[src/rtl/serial_adder.sv]
// Bit-serial WIDTH-bit adder: one full_adder cell is reused LSB-first, with the
// running carry held in a register, behind valid/ready handshakes on both sides.

module full_adder (
  input  logic a,
  input  logic b,
  input  logic cin,
  output logic s,
  output logic cout
);
  assign s    = a ^ b ^ cin;
  assign cout = (a & b) | (cin & (a ^ b));
endmodule

module serial_adder #(
  parameter int WIDTH = 8,
  parameter int CNT_W = $clog2(WIDTH)
) (
  input  logic             clk,
  input  logic             reset_b,
  input  logic             in_valid,
  output logic             in_ready,
  input  logic [WIDTH-1:0] a_in,
  input  logic [WIDTH-1:0] b_in,
  input  logic             cin,
  output logic             out_valid,
  input  logic             out_ready,
  output logic [WIDTH-1:0] sum_out,
  output logic             cout_out
);

  typedef enum logic [1:0] {
    IDLE = 2'd0,
    RUN  = 2'd1,
    DONE = 2'd2
  } state_t;

  localparam logic [CNT_W-1:0] LAST_BIT = CNT_W'(WIDTH - 1);

  state_t            state_r;
  state_t            state_nxt_s;
  logic [WIDTH-1:0]  a_sh_r;
  logic [WIDTH-1:0]  b_sh_r;
  logic [WIDTH-1:0]  sum_sh_r;
  logic              carry_r;
  logic [CNT_W-1:0]  count_r;
  logic              fa_sum_s;
  logic              fa_cout_s;

  full_adder u_fa (
    .a    (a_sh_r[0]),
    .b    (b_sh_r[0]),
    .cin  (carry_r),
    .s    (fa_sum_s),
    .cout (fa_cout_s)
  );

  // FSM state register
  always_ff @(posedge clk or negedge reset_b) begin
    if (!reset_b) begin
      state_r <= IDLE;
    end else begin
      state_r <= state_nxt_s;
    end
  end

  // FSM next-state decode
  always_comb begin
    state_nxt_s = state_r;
    case (state_r)
      IDLE: if (in_valid) state_nxt_s = RUN;  else state_nxt_s = IDLE;
      RUN:  if (count_r == LAST_BIT) state_nxt_s = DONE; else state_nxt_s = RUN;
      DONE: if (out_ready) state_nxt_s = IDLE; else state_nxt_s = DONE;
      default: state_nxt_s = IDLE;
    endcase
  end

  // Operand/sum shift registers, carry and bit counter
  always_ff @(posedge clk or negedge reset_b) begin
    if (!reset_b) begin
      a_sh_r   <= {WIDTH{1'b0}};
      b_sh_r   <= {WIDTH{1'b0}};
      sum_sh_r <= {WIDTH{1'b0}};
      carry_r  <= 1'b0;
      count_r  <= {CNT_W{1'b0}};
    end else begin
      case (state_r)
        IDLE: begin
          if (in_valid) begin
            a_sh_r  <= a_in;
            b_sh_r  <= b_in;
            carry_r <= cin;
            count_r <= {CNT_W{1'b0}};
          end
        end
        RUN: begin
          // Sum bits enter at the MSB so bit 0 lands at sum_sh_r[0] after WIDTH shifts.
          sum_sh_r <= {fa_sum_s, sum_sh_r[WIDTH-1:1]};
          a_sh_r   <= {1'b0, a_sh_r[WIDTH-1:1]};
          b_sh_r   <= {1'b0, b_sh_r[WIDTH-1:1]};
          carry_r  <= fa_cout_s;
          count_r  <= count_r + CNT_W'(1);
        end
        DONE: begin
          carry_r <= carry_r;
        end
        default: begin
          count_r <= {CNT_W{1'b0}};
        end
      endcase
    end
  end

  // Handshake and result outputs decoded from the state register only
  always_comb begin
    in_ready  = 1'b0;
    out_valid = 1'b0;
    sum_out   = {WIDTH{1'b0}};
    cout_out  = 1'b0;
    if (state_r == DONE) begin
      out_valid = 1'b1;
      sum_out   = sum_sh_r;
      cout_out  = carry_r;
    end else begin
      in_ready = (state_r == IDLE);
    end
  end

endmodule
[config.mk]
export PLATFORM = sky130hd
export DESIGN_NAME = serial_adder
export DESIGN_NICKNAME = d
export VERILOG_FILES = /design/src/rtl/serial_adder.sv
export SDC_FILE = /design/constraint.sdc
export NUM_CORES = 1
export LEC_CHECK = 0
export CORE_UTILIZATION = 30
export DETAILED_ROUTE_END_ITERATION = 7
export SYNTH_ARGS = -nofsm -noshare
export SYNTH_HDL_FRONTEND = slang
export SYNTH_SLANG_ARGS = --single-unit
[constraint.sdc]
create_clock -name clk -period 1.8 [get_ports clk]
set_clock_uncertainty 0.2 [all_clocks]
set_input_delay 0.36 -clock clk [delete_from_list [all_inputs] [get_ports clk]]
set_output_delay 0.36 -clock clk [all_outputs]
set_load 0.02 [all_outputs]
* Yosys cells after proc, flatten, opt, wreduce, memory -nomap -nowiden
Index checks and enable logic that the tools add are counted.
** Word-level totals
- Flip-flop bits (word level) :: 30
- Input bits :: 21
- Output and inout port bits :: 11
- Word-level logic and storage cells :: 37
** Operators by class
- Add/sub/neg operators :: 1
- Equality and inequality tests :: 4
- Multiplexer cells :: 16
- Bitwise logic cells :: 6
- Reduce and logical (&&, ||, !) cells :: 4
** Operators with widths (count)
- one-hot mux 8 bit (2 select lines) :: 2
- two-way mux 8 bit :: 3
- one-hot mux 3 bit (3 select lines) :: 1
- one-hot mux 2 bit (3 select lines) :: 1
- two-way mux 1 bit :: 5
- two-way mux 2 bit :: 2
- AND reduction 2 bit :: 2
- adder 3 x 1 -> 3 bit (second input constant) :: 1
- equality test 3 bit (second input constant) :: 1
- two-way mux 3 bit :: 1
- bitwise AND 1 bit :: 2
- equality test 2 x 1 -> 1 bit (second input constant) :: 1
- equality test 2 bit (second input constant) :: 1
- zero test 2 bit :: 1
- != test 2 bit (second input constant) :: 1
- one-hot mux 1 bit (2 select lines) :: 1
- nonzero test 2 bit :: 1
- XOR 1 bit :: 2
- inverter 1 bit :: 1
- bitwise OR 1 bit :: 1

* Longest topological paths before layout
Gate-level depths: netlist (run 1).
- Word-level depth :: 4
- Mapped depth :: 5
- Mapped depth without buffers :: 4

* Modules after synthesis
A second synthesis (run 1) with hierarchy kept.
** Unflattened totals
- Cell total of the unflattened synthesis :: 165
- Area total of the unflattened synthesis :: 1661.6 um2
** Modules (own cells, without submodules)
- serial_adder :: instances 1, cells each 164, area each 1641.6 um2, seq. area each 750.7 um2
- full_adder :: instances 1, cells each 1, area each 20.0 um2, seq. area each 0.0 um2

* Worst setup path before layout (run 1)
OpenSTA, ideal clock, no wires.
- Kind :: reg2out
- Start point :: register state_r[1]
- End point :: output cout_out
- Arrival :: 1.040 ns
- Data required time :: 1.240 ns
- Setup slack :: 0.200 ns
- Stages on the path, launching flop included :: 4
- Buffers on the path :: 1
- Cell sequence :: dfrtp_1 > nor2b_1 > buf_2 > and2_1
** Between the ends
- Word-level cells in the longest chain between the ends :: 2
** RTL lines
- start: declaration :: RTL line 40 : state_t state_r;
- start signal: assignment :: RTL line 63 : state_r <= state_nxt_s;
- equality test 2 bit :: RTL line 120 : if (state_r == DONE) begin
- two-way mux 1 bit :: RTL line 120
- end: declaration :: RTL line 29 : output logic cout_out
Every way passes these cells.

* Final worst setup path (run 1)
- Start point :: register state_r[0]
- End point :: output in_ready
** Between the ends
- Word-level cells in the longest chain between the ends :: 2
- Elaborated cells between the ends (all ways) :: 3
- Classes of those cells :: eq/ne: 1; mux: 1; reduce/logical: 1
** RTL lines
- equality test 2 bit / zero test 2 bit (equally long branches) :: RTL line 120, 125
- two-way mux 1 bit * :: RTL line 120
- end: declaration :: RTL line 22 : output logic in_ready,
Mark *: on every way between the ends. The rest lies on a longest branch, timed or not.

==> results.tsv, run 1 <==
metric	value	unit
GPL Wtd Cong	0.741	
register area	752	um^2
area leader, netlist	dfrtp_1	
Synth Flop Type	dfrtp_1	
I/O Buffers	31	
Least-Margin Pin Slew	0.384	ns
antenna violations before repair	0	
CP Max Fanout	3	
DPL Wire Length	2210	um
first-pass GRT wire length	5240	um
Pins Over Slew Limit	0	
Crit Reg-Reg Startpoint	state_r[0]	
Clock Pin Slew Worst Setup and Hold Paths	0.06	ns
syn nets	157	
routed wire length	3060	um
final instance area	0.00200	mm^2
latest clock arrival within the worst-skew pair	0.28	ns
IO Count	32	
CTS tree	yes	
Area contributors post-synth	dfrtp_1 51%, a2bb2oi_1 6.6%, o22a_1 6.6%	
CP top delay family	flip-flops	
drt drc	0	
fin crit period	1.76	ns
Hold WC Path Type	primary input to asynchronous set/reset pin	
reg-to-reg setup timing slack	0.05	ns
top-area cell type share of the netlist area	0.511	
leading cell type by number of instances after synthesis	dfrtp_1	
clk buf depth	2	
Post-synth EDFFs	0	
yosys warns	0	
PnR worst setup slack	0.0371	ns
clock sink count	30	
Post-CTS Setup Repair Bufs	0	
Initial Util	0.311	
Mean Syn Cell Area	11.0	um^2
Worst R2R Path Depth	5	
CP Buf/Inv Count	2	
Critical Path AT	1.20	ns
setup TNS	0	ns
root buf cell	clkbuf_8	
FFs w/ async S/R, synth	1.00	
Critical Path Most Common Cell	buf_4	
pre-CTS setup slack	-0.122	ns
max frequency	567	MHz
Final Hold Vio Count	0	
Seq/Total Area, Yosys	0.511	
total number of vias	1111	
share of cells above drive strength 1	0.267	
synthesized flop and latch total	30	
ant diodes	0	
distinct cell type count after synthesis	27	
Synth-to-Final Area Change	36.5	%
total global-route track usage	0.133	
footprint of the multi-input gates	642	um^2
Synth top cells by count	30 x dfrtp_1, 14 x inv_1, 11 x a2bb2oi_1, 11 x o22a_1, 9 x and2_1	
worst hold margin	0.278	ns
Crit-path slowest cell	dfrtp_2	
CP cell instances	buf_4 > nor2_1 > buf_4	
peak supply drop	0.575	mV
RSZ-0062 raised after global routing	true	
worst path required time	1.24	ns
Die W	72.0	um
Die Height	72.0	um
via count of the first global-routing pass	1170	
dpl cell area	0.00195	mm^2
DR vias/cell	4.50	
die footprint	0.00518	mm^2
Netlist Area Pre-Place	0.00147	mm^2
largest net degree at the start of global routing	31	
Mapped Cells	133	
Relative slew margins	0.744	
Lkg Pwr	0.000920	uW
CP Depth	3	
Worst Setup Path Type	flop to output port	
slowest stage delay, CP	0.45	ns
outcome	complete, no violations	
Critical path origin	state_r[0]	
Setup crit start kind	flop	
drt first pass iters	4	
# rows	25	
final setup vio count	0	
total grt overflow	0	
initial drt markers	31	
maxcap violations	0	
Power Density	1510	mW/mm^2
Final Net Count	204	
final period utilization	0.979	
Core ar.	0.00472	mm^2
Num CTS Buffers	5	
CP endpoint kind	output port	
WL per Instance	12.4	um
CTS H-Tree Depth	2	
reg-to-reg endpoint	sum_sh_r[5]	
final core utilization	0.424	
FILL cells	477	
DRT antenna net count	0	
==> cell type report <==
type                    count  share of cell area
clock inverters             2             0.00499
flip-flops and latches     30               0.375
well taps                  67              0.0418
multi-input cells          81               0.320
inverters                  14              0.0262
repair buffers             48               0.197
clock buffers               5              0.0343
==> state kept, by name (all words and copies together), names as in the netlist <==
name and cells:
sum_sh_r 8, b_sh_r 8, carry_r 1, a_sh_r 8, count_r 3, state_r 2
==> timing repair <==
item | in CTS | in global routing
resized for setup | 42 | 11
pin swaps | 0 | 0
cloned | 0 | 1
hold buffers | 0 | 0
setup endpoints to repair | 11 | 19
==> cell usage in the layout (no fill, tap or decap), types with 2 or more instances in the layout <==
master           instances
nand2_1                  7
nand3_1                  3
a2bb2oi_1               11
nor2b_1                  2
mux2_1                   2
clkbuf_8                 5
nor2b_4                  3
dfrtp_1                 29
and2_1                   9
inv_1                   14
ha_1                     2
buf_6                    2
nand3b_1                 4
buf_2                    8
nand2b_1                 3
a22oi_1                  3
buf_4                   17
o21ai_0                  5
clkdlybuf4s50_1         20
nor2_1                   2
o22a_1                  11
clkinv_2                 2
mux2_2                   7
==> metrics by stage <==
stage	total power, uW	std cells
after floorplan	2090	133
after global placement	2440	240
after detailed placement	2530	240
after CTS	3030	247
after global routing	3320	247
final	3040	247
==> cell families (layout without fill, tap and decap cells) <==
group,count (synthesis),count (layout),share of synthesized area
AO/OA/AOI/OAI,34,34,0.184
adder cells (fa/ha/maj),3,3,0.0307
buffers and inverters,23,69,0.0715
flip-flops,30,30,0.511
multiplexers,9,9,0.0690
AND/OR/NAND/NOR,34,35,0.134
==> routing by layer <==
layer  GRT usage  vias up  routed length (um)  share of wire
met5           0        -                   0              0
met4      0.0392        0                  34          0.011
met3      0.0500        6                 178          0.058
met2       0.230       29                1540           0.50
met1       0.154      524                1310           0.43
li1            -      552                   -              -
==> how the worst max path moves through the flow <==
stage / to / slack [ns]
floorplan: cout_out / 0.20
CTS: sum_out[6] / -0.03
detailed placement: sum_out[0] / -0.12
global placement: sum_out[0] / -0.09
global route: in_ready / -0.02
finish: in_ready / 0.04
==> power by group <==
part | leakage [uW] | switching [uW] | internal, uW
clock network | 0.0000438 | 239 | 258
registers | 0.000355 | 207 | 1010
logic | 0.000521 | 575 | 747
total | 0.000920 | 1020 | 2020
(Power assumes the default switching activity.)
==> inputs of run 2 (changes only) <==
--- a/config.mk
+++ b/config.mk
@@ -9,2 +9,3 @@
 export DETAILED_ROUTE_END_ITERATION = 7
+export PLACE_DENSITY = 0.52
 export SYNTH_ARGS = -nofsm -noshare
--- a/constraint.sdc
+++ b/constraint.sdc
@@ -4,2 +4,2 @@
 set_output_delay 0.36 -clock clk [all_outputs]
-set_load 0.02 [all_outputs]
+set_load 0.1 [all_outputs]
==> run 2 against run 1 <==
Net effect: the run now ends with negative setup slack left; worst hold slack lost 0.040 ns; routed wire length is 0.29% higher; register-to-register slack gained 0.12 ns; count of clock-buffer cells in the layout grew 2; first-iteration DRC count is 74% higher; die area did not move; cell count shrank 0.81%; flip-flop and latch count is the same; critical path type unchanged; critical endpoint is now cout_out; largest cell class unchanged.
==> results.tsv, run 2 (same netlist as run 1, synthesis figures left out) <==
metric	value	unit
Final Net Count	201	
Clock Pin Slew Worst Setup and Hold Paths	0.07	ns
Least-Margin Pin Slew	0.265	ns
Die W	72.0	um
dpl cells	235	
latest clock arrival within the worst-skew pair	0.28	ns
CP cell instances	nor2b_4 > and2_4 > buf_12	
Die Height	72.0	um
Core ar.	0.00472	mm^2
total global-route track usage	0.139	
GPL Wtd Cong	0.738	
CP top delay family	flip-flops	
clk buf depth	2	
Synth-to-Final Area Change	49.4	%
DRT antenna net count	0	
drt drc	0	
failing checks	negative setup slack	
fin crit period	1.87	ns
Pins Over Slew Limit	0	
CP endpoint kind	output port	
worst path required time	1.24	ns
worst hold margin	0.238	ns
largest net degree at the start of global routing	31	
root buf cell	clkbuf_8	
total grt overflow	0	
CTS H-Tree Depth	2	
slowest stage delay, CP	0.46	ns
antenna violations before repair	0	
Hold WC Path Type	primary input to asynchronous set/reset pin	
total number of vias	1148	
via count of the first global-routing pass	1143	
IO Count	32	
Crit Reg-Reg Startpoint	state_r[0]	
die footprint	0.00518	mm^2
DR vias/cell	4.69	
DPL Wire Length	2150	um
final period utilization	1.04	
Final Hold Vio Count	0	
first-pass GRT wire length	5400	um
Critical Path AT	1.31	ns
initial drt markers	54	
peak supply drop	0.590	mV
maxcap violations	0	
Initial Util	0.311	
PnR worst setup slack	-0.0680	ns
outcome	complete, but fails checks	
Power Density	1480	mW/mm^2
# rows	25	
CP Max Fanout	6	
share of cells above drive strength 1	0.309	
Setup crit start kind	flop	
CP Buf/Inv Count	1	
max frequency	535	MHz
RSZ-0062 raised after global routing	true	
Relative slew margins	0.823	
Crit-path slowest cell	dfrtp_2	
WL per Instance	12.5	um
non-filler cells, final	245	
routed wire length	3070	um
final core utilization	0.465	
clock sink count	30	
commonest non-fill, non-tap cell in the layout	dfrtp_1	
Num CTS Buffers	5	
Worst Setup Path Type	flop to output port	
drt first pass iters	4	
commonest non-fill, non-tap cells in the layout	28 x dfrtp_1, 20 x clkdlybuf4s50_1, 14 x inv_1	
Critical path origin	state_r[0]	
Lkg Pwr	0.000951	uW
CTS tree	yes	
I/O Buffers	31	
final setup vio count	10	
Top Registers	a_sh_r x8, b_sh_r x8, sum_sh_r x8	
ant diodes	0	
run 2: cell count changes in the layout (fill, tap and decap cells not counted), sizes merged:
cell / previous run / this run
clkinv: 2 / 1
clkbuf: 6 / 7
buf: 27 / 25
run 2: layer usage:
| metal | up-vias | routed length [um] | GRT usage |
|---|---|---|---|
| met5 | - | 0 | 0 |
| met4 | 0 | 23 | 0.0523 |
| met3 | 5 | 152 | 0.0417 |
| met2 | 38 | 1580 | 0.235 |
| met1 | 557 | 1310 | 0.169 |
| li1 | 548 | - | - |
run 2: path summary, 6_finish.rpt:
| kind | cells past startpoint | to | slack [ns] |
|---|---|---|---|
| min in group clk | 1 | a_sh_r[6] | 0.31 |
| hold reg to reg | 1 | a_sh_r[6] | 0.31 |
| setup reg to reg | 5 | b_sh_r[4] | 0.17 |
| max in group asynchronous | 2 | state_r[1] | 0.99 |
| setup / recovery | 3 | cout_out | -0.07 |
| hold / removal | 2 | count_r[1] | 0.24 |
run 2: per-stage QoR:
step	TNS, ns	area, um^2	power, uW	worst slack [ns]
2_1_floorplan	0	1510	2250	0.0106
3_3_place_gp	-0.167	2060	2600	-0.0192
3_5_place_dp	-0.673	2060	2680	-0.0770
4_1_cts	-0.534	2190	3280	-0.0778
5_1_grt	-0.936	2190	3470	-0.111
6_report	-0.496	2190	3240	-0.0680
run 2: cell type report:
| cell class | instances | area, um^2 |
|---|---|---|
| fillers | 437 | 2530 |
| repair buffers | 45 | 549 |
| clock buffers | 7 | 86.3 |
| inverters | 14 | 52.6 |
| clock inverters | 1 | 5.00 |
| well taps | 67 | 83.8 |
| multi-input cells | 81 | 664 |
| flip-flops and latches | 30 | 753 |
run 2: report_power, final:
group	leakage [uW]	internal [uW]	switching, uW
Combinational	0.000549	759	688
Clock	0.0000482	308	254
Sequential	0.000353	1010	225
run 2: what timing repair did:
action                                  CTS  global route
endpoints found under the setup margin   10            11
gates cloned                              1             0
gates resized for setup                   4             2
hold buffers                              0             0
pin swaps                                 7             1
setup buffers                             2             0
==> RTL change 1, RTL diff (config.mk and constraints of run 1) <==
Set the parameter `WIDTH` to 16 (it was 8).
--- a/src/rtl/serial_adder.sv
+++ b/src/rtl/serial_adder.sv
@@ -15,3 +15,3 @@
 module serial_adder #(
-  parameter int WIDTH = 8,
+  parameter int WIDTH = 16,
   parameter int CNT_W = $clog2(WIDTH)
Interface: changed (resized a_in, b_in and sum_out); port bits go from 32 to 56. No check against the original RTL was run, so the function may have changed too.
==> RTL change 1 against run 1 <==
  * Cell area increased by 72%
  * Largest power group unchanged
  * Routed wire length increased by 51%
  * Area after synthesis increased by 75%
  * Synthesized cell count increased by 67%
  * The run now ends with negative setup slack left
  * Total power increased by 74%
  * First-iteration DRC count decreased by 48%
  * Setup slack got worse by 0.11 ns
  * Combinational power increased by 64%
  * Final cell count increased by 57%
  * Sequential cell count increased by 25
==> RTL change 1: results (changes against run 1) <==
stage,metric,value,unit,change
run_status,outcome,"finished, violations left",,
run_status,failed_checks,negative setup slack,,
setup_path,crit_arrival,1.31,ns,+0.11 ns
place,placed_area,0.003236,sq mm,+66%
routing,met2_length,2079,um,+35%
logic_synthesis,synth.area.mux_share,19.57,%,+13 points
final_layout,final_layout_size_suffix_gt1_share,22.89,%,-3.8 points
setup_path,cp_max_fo,10,,+7
routing,vias,1754,,+58%
setup_path,critPathSlowestCell,dfrtp_1,,
timing,relSlewSlack,80.36,%,+6.0 points
logic_synthesis,syn-num-nets,261,,+66%
final_layout,fin_nets,322,,+58%
final_layout,fill_cells,803,,+68%
timing,setup_viol,17,,+17
routing,avgRoutedWirePerCell,11.86,um,-4.2%
routing,route.met3.wl,263,um,+48%
global_routing,grt_pass1_wl,7900,um,+51%
global_routing,grt_pass1_vias,1715,,+47%
clocking,insertion_delay,0.31,ns,+0.03 ns
place,gp_congestion,0.7088,,-4.4%
logic_synthesis,synth_fa_ha_area_share,1.269,%,-1.8 points
power_and_ir_drop,vdd_drop_max,0.4902,mV,-15%
global_routing,track_usage,11.31,%,-2.0 points
place,place_ws,-0.1989,ns,-0.07660 ns
routing,drt_iter0_markers,16,,-48%
timing,tns,-0.9098,ns,-0.9098 ns
clocking,path_clk_slew,0.10,ns,+0.04 ns
setup_path,cpPeakStageDelay,0.42,ns,-0.03 ns
global_routing,grt_max_degree,56,,+81%
place,hpwl,3074,um,+39%
final_layout,largestRegisters,"a_sh_r (16), b_sh_r (16), sum_sh_r (16)",,
timing,setup_ws,-0.06872,ns,-0.1059 ns
routing,dr.pass1.iters,2,,-2
logic_synthesis,synth-xor-area-share,0.6833,%,+0.68 points
logic_synthesis,synth-compound-area-share,8.882,%,-9.5 points
logic_synthesis,synth_seq_area_share,53.68,%,+2.6 points
RTL change 1: layout make-up:
cell class | instances | area (sq um) | area share (%)
Tap cell | 105 | 131.4 | 3.813
Clock inverter | 3 | 67.56 | 1.961
Clock buffer | 5 | 68.82 | 1.997
Multi-Input combinational cell | 149 | 1076 | 31.23
Sequential cell | 55 | 1376 | 39.94
Timing Repair Buffer | 69 | 714.4 | 20.73
Inverter | 3 | 11.26 | 0.3268
RTL change 1: worst min-delay path, cell delays in order (launching register included):
cell and delay (ns):
dfrtp_1 0.35, nand2_1 0.05, o21ai_0 0.06
RTL change 1: worst paths after layout:
kind,to,slack [ns],startpoint
max,sum_out[14],-0.07,state_r[0]
min,a_sh_r[1],0.29,a_sh_r[1]
max reg2reg,count_r[0],0.16,state_r[0]
min reg2reg,a_sh_r[1],0.29,a_sh_r[1]
max in group asynchronous,state_r[1],0.78,reset_b
min in group asynchronous,a_sh_r[11],0.37,reset_b
RTL change 1: repair_timing:
item | CTS | global route
hold buffers | 1 | 0
buffers inserted | 2 | 0
resized for setup | 106 | 15
setup endpoints to repair | 19 | 19
gates cloned | 1 | 0
endpoints found under the hold margin | 55 | 0
RTL change 1: power by group:
part           internal [W]  switching (W)  leakage, nW
clock network      0.000555       0.000412       0.0644
logic               0.00117       0.000989        0.675
registers           0.00182       0.000335        0.684
RTL change 1: cell families (layout without fill, tap and decap cells):
group | Yosys count | after routing
AOI/OAI and AO/OA | 40 | 40
adders and majority gates | 2 | 2
and+or+nand+nor | 57 | 57
DFF | 55 | 55
buffers and inverters | 18 | 80
xor gates and xnor gates | 2 | 2
muxes | 48 | 48
RTL change 1: metrics by stage:
stage	hold WS, ns	cells
final	0.2855	389
after CTS	0.2925	389
after global placement	0.1823	377
after global routing	0.3042	389
after detailed placement	0.1855	377
after floorplan	-0.1356	222
RTL change 1: per-layer routing:
metal / up-vias / global-route usage (%)
li1: 874 / -
met1: 833 / 15.33
met2: 42 / 17.45
met3: 5 / 3.462
met4: 0 / 3.077
met5: - / 0
==> RTL change 2, RTL diff (flow settings as in run 1) <==
Made on the original files. Encoding of `state_t`: now one-hot (3 bits for 3 states).
--- a/src/rtl/serial_adder.sv
+++ b/src/rtl/serial_adder.sv
@@ -31,6 +31,6 @@
 
-  typedef enum logic [1:0] {
-    IDLE = 2'd0,
-    RUN  = 2'd1,
-    DONE = 2'd2
+  typedef enum logic [2:0] {
+    IDLE = 3'b001,
+    RUN  = 3'b010,
+    DONE = 3'b100
   } state_t;
Check against the original RTL: no difference found for any inputs over 10 cycles, from zero or initial values and one cycle with reset_b low; not proved beyond that.
==> RTL change 2 against run 1 <==
  * Area after synthesis increased by 4.4%
  * Sequential share of layout area shrank 1.8 points
  * Cell area rose by 8.7%
  * Critical path depth up 1
  * Clock power up 7.2%
  * Largest power group is now sequential cells
  * Routed wire length grew 6.0%
  * Sequential cell count increased by 1
  * Total power fell by 5.9%
  * The flow now finishes with violations (negative setup slack)
  * Synthesized cell count rose by 28%
  * Setup slack got worse by 0.13 ns
  * Largest cell class unchanged
==> RTL change 2: results (changes against run 1) <==
stage,metric,value,unit,change
routing,drt_iter0_markers,67,,+120%
global_routing,grt_max_degree,32,,+3.2%
logic_synthesis,async_reset_ff_share,100.0,%,unchanged
clocking,cts_htree_levels,2,,unchanged
clocking,cts-root-buf,clkbuf_8,,
final_layout,fin_cells,283,,+15%
logic_synthesis,yosys-top-cells-count,"57 x nand2_1, 30 x dfrtp_1, 16 x nor2_1, 15 x a31oi_1, 10 x and2_1",,
clocking,path_clk_slew,0.06,ns,about the same
final_layout,final_layout_size_suffix_gt1_share,25.00,%,-1.7 points
power_and_ir_drop,pwr-share-clk,18.7,%,+2.3 points
final_layout,fin_nets,240,,+18%
final_layout,largestRegisters,"a_sh_r (8), b_sh_r (8), sum_sh_r (8)",,
power_and_ir_drop,p_sw_share,34.38,%,+0.77 points
routing,vias_per_cell,4.502,,about the same
logic_synthesis,syn_area_per_cell,9.023,sq um,-18%
power_and_ir_drop,internal_power,0.001873,W,-7.0%
place,gp_congestion,0.7994,,+7.8%
clocking,cts.path.max_buffers,2,,unchanged
run_status,failed_checks,negative setup slack,,
logic_synthesis,yosysUniqueCellTypes,28,,+3.7%
setup_path,r2r_start,state_r[2],,
global_routing,grt_pass1_wl,5216,um,-0.53%
final_layout,diodes,0,,unchanged
setup_path,worst_r2r_endpoint,b_sh_r[0],,
routing,avgRoutedWirePerCell,11.45,um,-7.5%
logic_synthesis,ys_warn_count,0,,unchanged
setup_path,crit_arrival,1.33,ns,+0.13 ns
clocking,numCtsBuffers,5,,unchanged
timing,setup_viol,9,,+9
final_layout,fill_cells,500,,+4.8%
logic_synthesis,ys.flop_type,dfrtp_1,,
power_and_ir_drop,vdd_drop_max,0.6378,mV,+11%
global_routing,track_usage,12.95,%,-0.33 points
power_and_ir_drop,power_leakage,1.019,nW,+11%
place,io_buffers,31,,unchanged
setup_path,regToRegSetupSlack,0.09,ns,+0.04 ns
timing,setup_ws,-0.08970,ns,-0.1269 ns
clocking,insertion_delay,0.27,ns,
power_and_ir_drop,seqPwrFrac,42.5,%,+2.4 points
logic_synthesis,syn-num-nets,194,,+24%
setup_path,reg2reg_depth,6,,+1
timing,worst_slew_pin_slew,0.2221,ns,-0.1622 ns
logic_synthesis,synth_seq_area_share,50.65,%,-0.45 points
global_routing,grt_antenna_before_repair,0,,unchanged
min_path,hp-class,in -> async,,
place,dp_cells,273,,+14%
setup_path,cp_max_fo,4,,+1
place,place_ws,-0.2358,ns,-0.1135 ns
routing,dr.pass1.iters,4,,unchanged
logic_synthesis,synthTopCellsByArea,"dfrtp_1 49%, nand2_1 14%, a31oi_1 6.1%",,
global_routing,grt_pass1_vias,1139,,-2.6%
run_status,outcome,"finished, violations left",,
place,hpwl,2191,um,-0.65%
==> RTL change 2: changes by cell type in the layout (fill, tap and decap cells not counted), sizes merged, moves of 3 or more <==
cell     delta
nand2      +50
a31oi      +15
inv        -13
nor2       +12
a2bb2oi    -11
o22a       -11
mux2        -9
buf         +4
nand3       -3
nand3b      -3
nor2b       -3
nor3b       +3
==> RTL change 2: stage by stage <==
step | area [sq um] | TNS [ns] | hold slack [ns]
global placement | 2001 | -2.136 | 0.2533
global route | 2178 | -1.293 | 0.2621
finish | 2178 | -0.7712 | 0.2446
detailed placement | 2001 | -2.384 | 0.2818
CTS | 2140 | -1.018 | 0.2458
floorplan | 1536 | 0 | -0.1356
==> RTL change 2: logic make-up after synthesis <==
group / after synthesis / share of synthesized area (%)
muxes: 1 / 0.6526
and+or+nand+nor: 93 / 27.90
buffers and inverters: 13 / 5.464
adders and majority gates: 3 / 2.936
DFF: 31 / 50.65
AOI/OAI and AO/OA: 29 / 12.40
==> RTL change 2: worst max-delay path: stages (launching register included) <==
cell	delay (ns)
dfrtp_1	0.40
nor3b_4	0.23
buf_2	0.18
and2_4	0.14
buf_6	0.11
==> RTL change 2: final cells by class <==
| class | instances | area [sq um] | share of cell area, % |
|---|---|---|---|
| flip-flops and latches | 31 | 777.0 | 35.67 |
| clock inverters | 1 | 5.005 | 0.2298 |
| multi-input cells | 126 | 714.4 | 32.80 |
| well taps | 67 | 83.83 | 3.848 |
| inverters | 1 | 3.754 | 0.1723 |
| repair buffers | 51 | 511.7 | 23.49 |
| clock buffers | 6 | 82.58 | 3.791 |
==> RTL change 2: worst max-delay path by stage <==
| stage | start | slack (ns) | to | depth (start not counted) |
|---|---|---|---|---|
| after floorplan | state_r[1] | 0.02 | sum_out[2] | 4 |
| after global placement | state_r[1] | -0.21 | sum_out[4] | 4 |
| after detailed placement | state_r[1] | -0.24 | sum_out[5] | 4 |
| after CTS | state_r[1] | -0.12 | cout_out | 4 |
| after global routing | state_r[1] | -0.14 | sum_out[6] | 4 |
| final | state_r[1] | -0.09 | sum_out[6] | 4 |
==> RTL change 2: routing by layer <==
| metal | wire [um] | vias to the layer above | GRT usage (%) | part of all wire [%] |
|---|---|---|---|---|
| met4 | 46 | 0 | 6.410 | 1.4 |
| met3 | 93 | 4 | 2.881 | 2.9 |
| met1 | 1566 | 591 | 17.90 | 48 |
| met5 | 0 | - | 0 | 0 |
| li1 | - | 656 | - | - |
| met2 | 1534 | 23 | 19.06 | 47 |
==> RTL change 2: what timing repair did <==
item	in CTS	in global routing
setup buffers	2	2
cloned	1	0
gates resized for setup	74	12
endpoints found under the setup margin	11	29
pin swaps	5	2
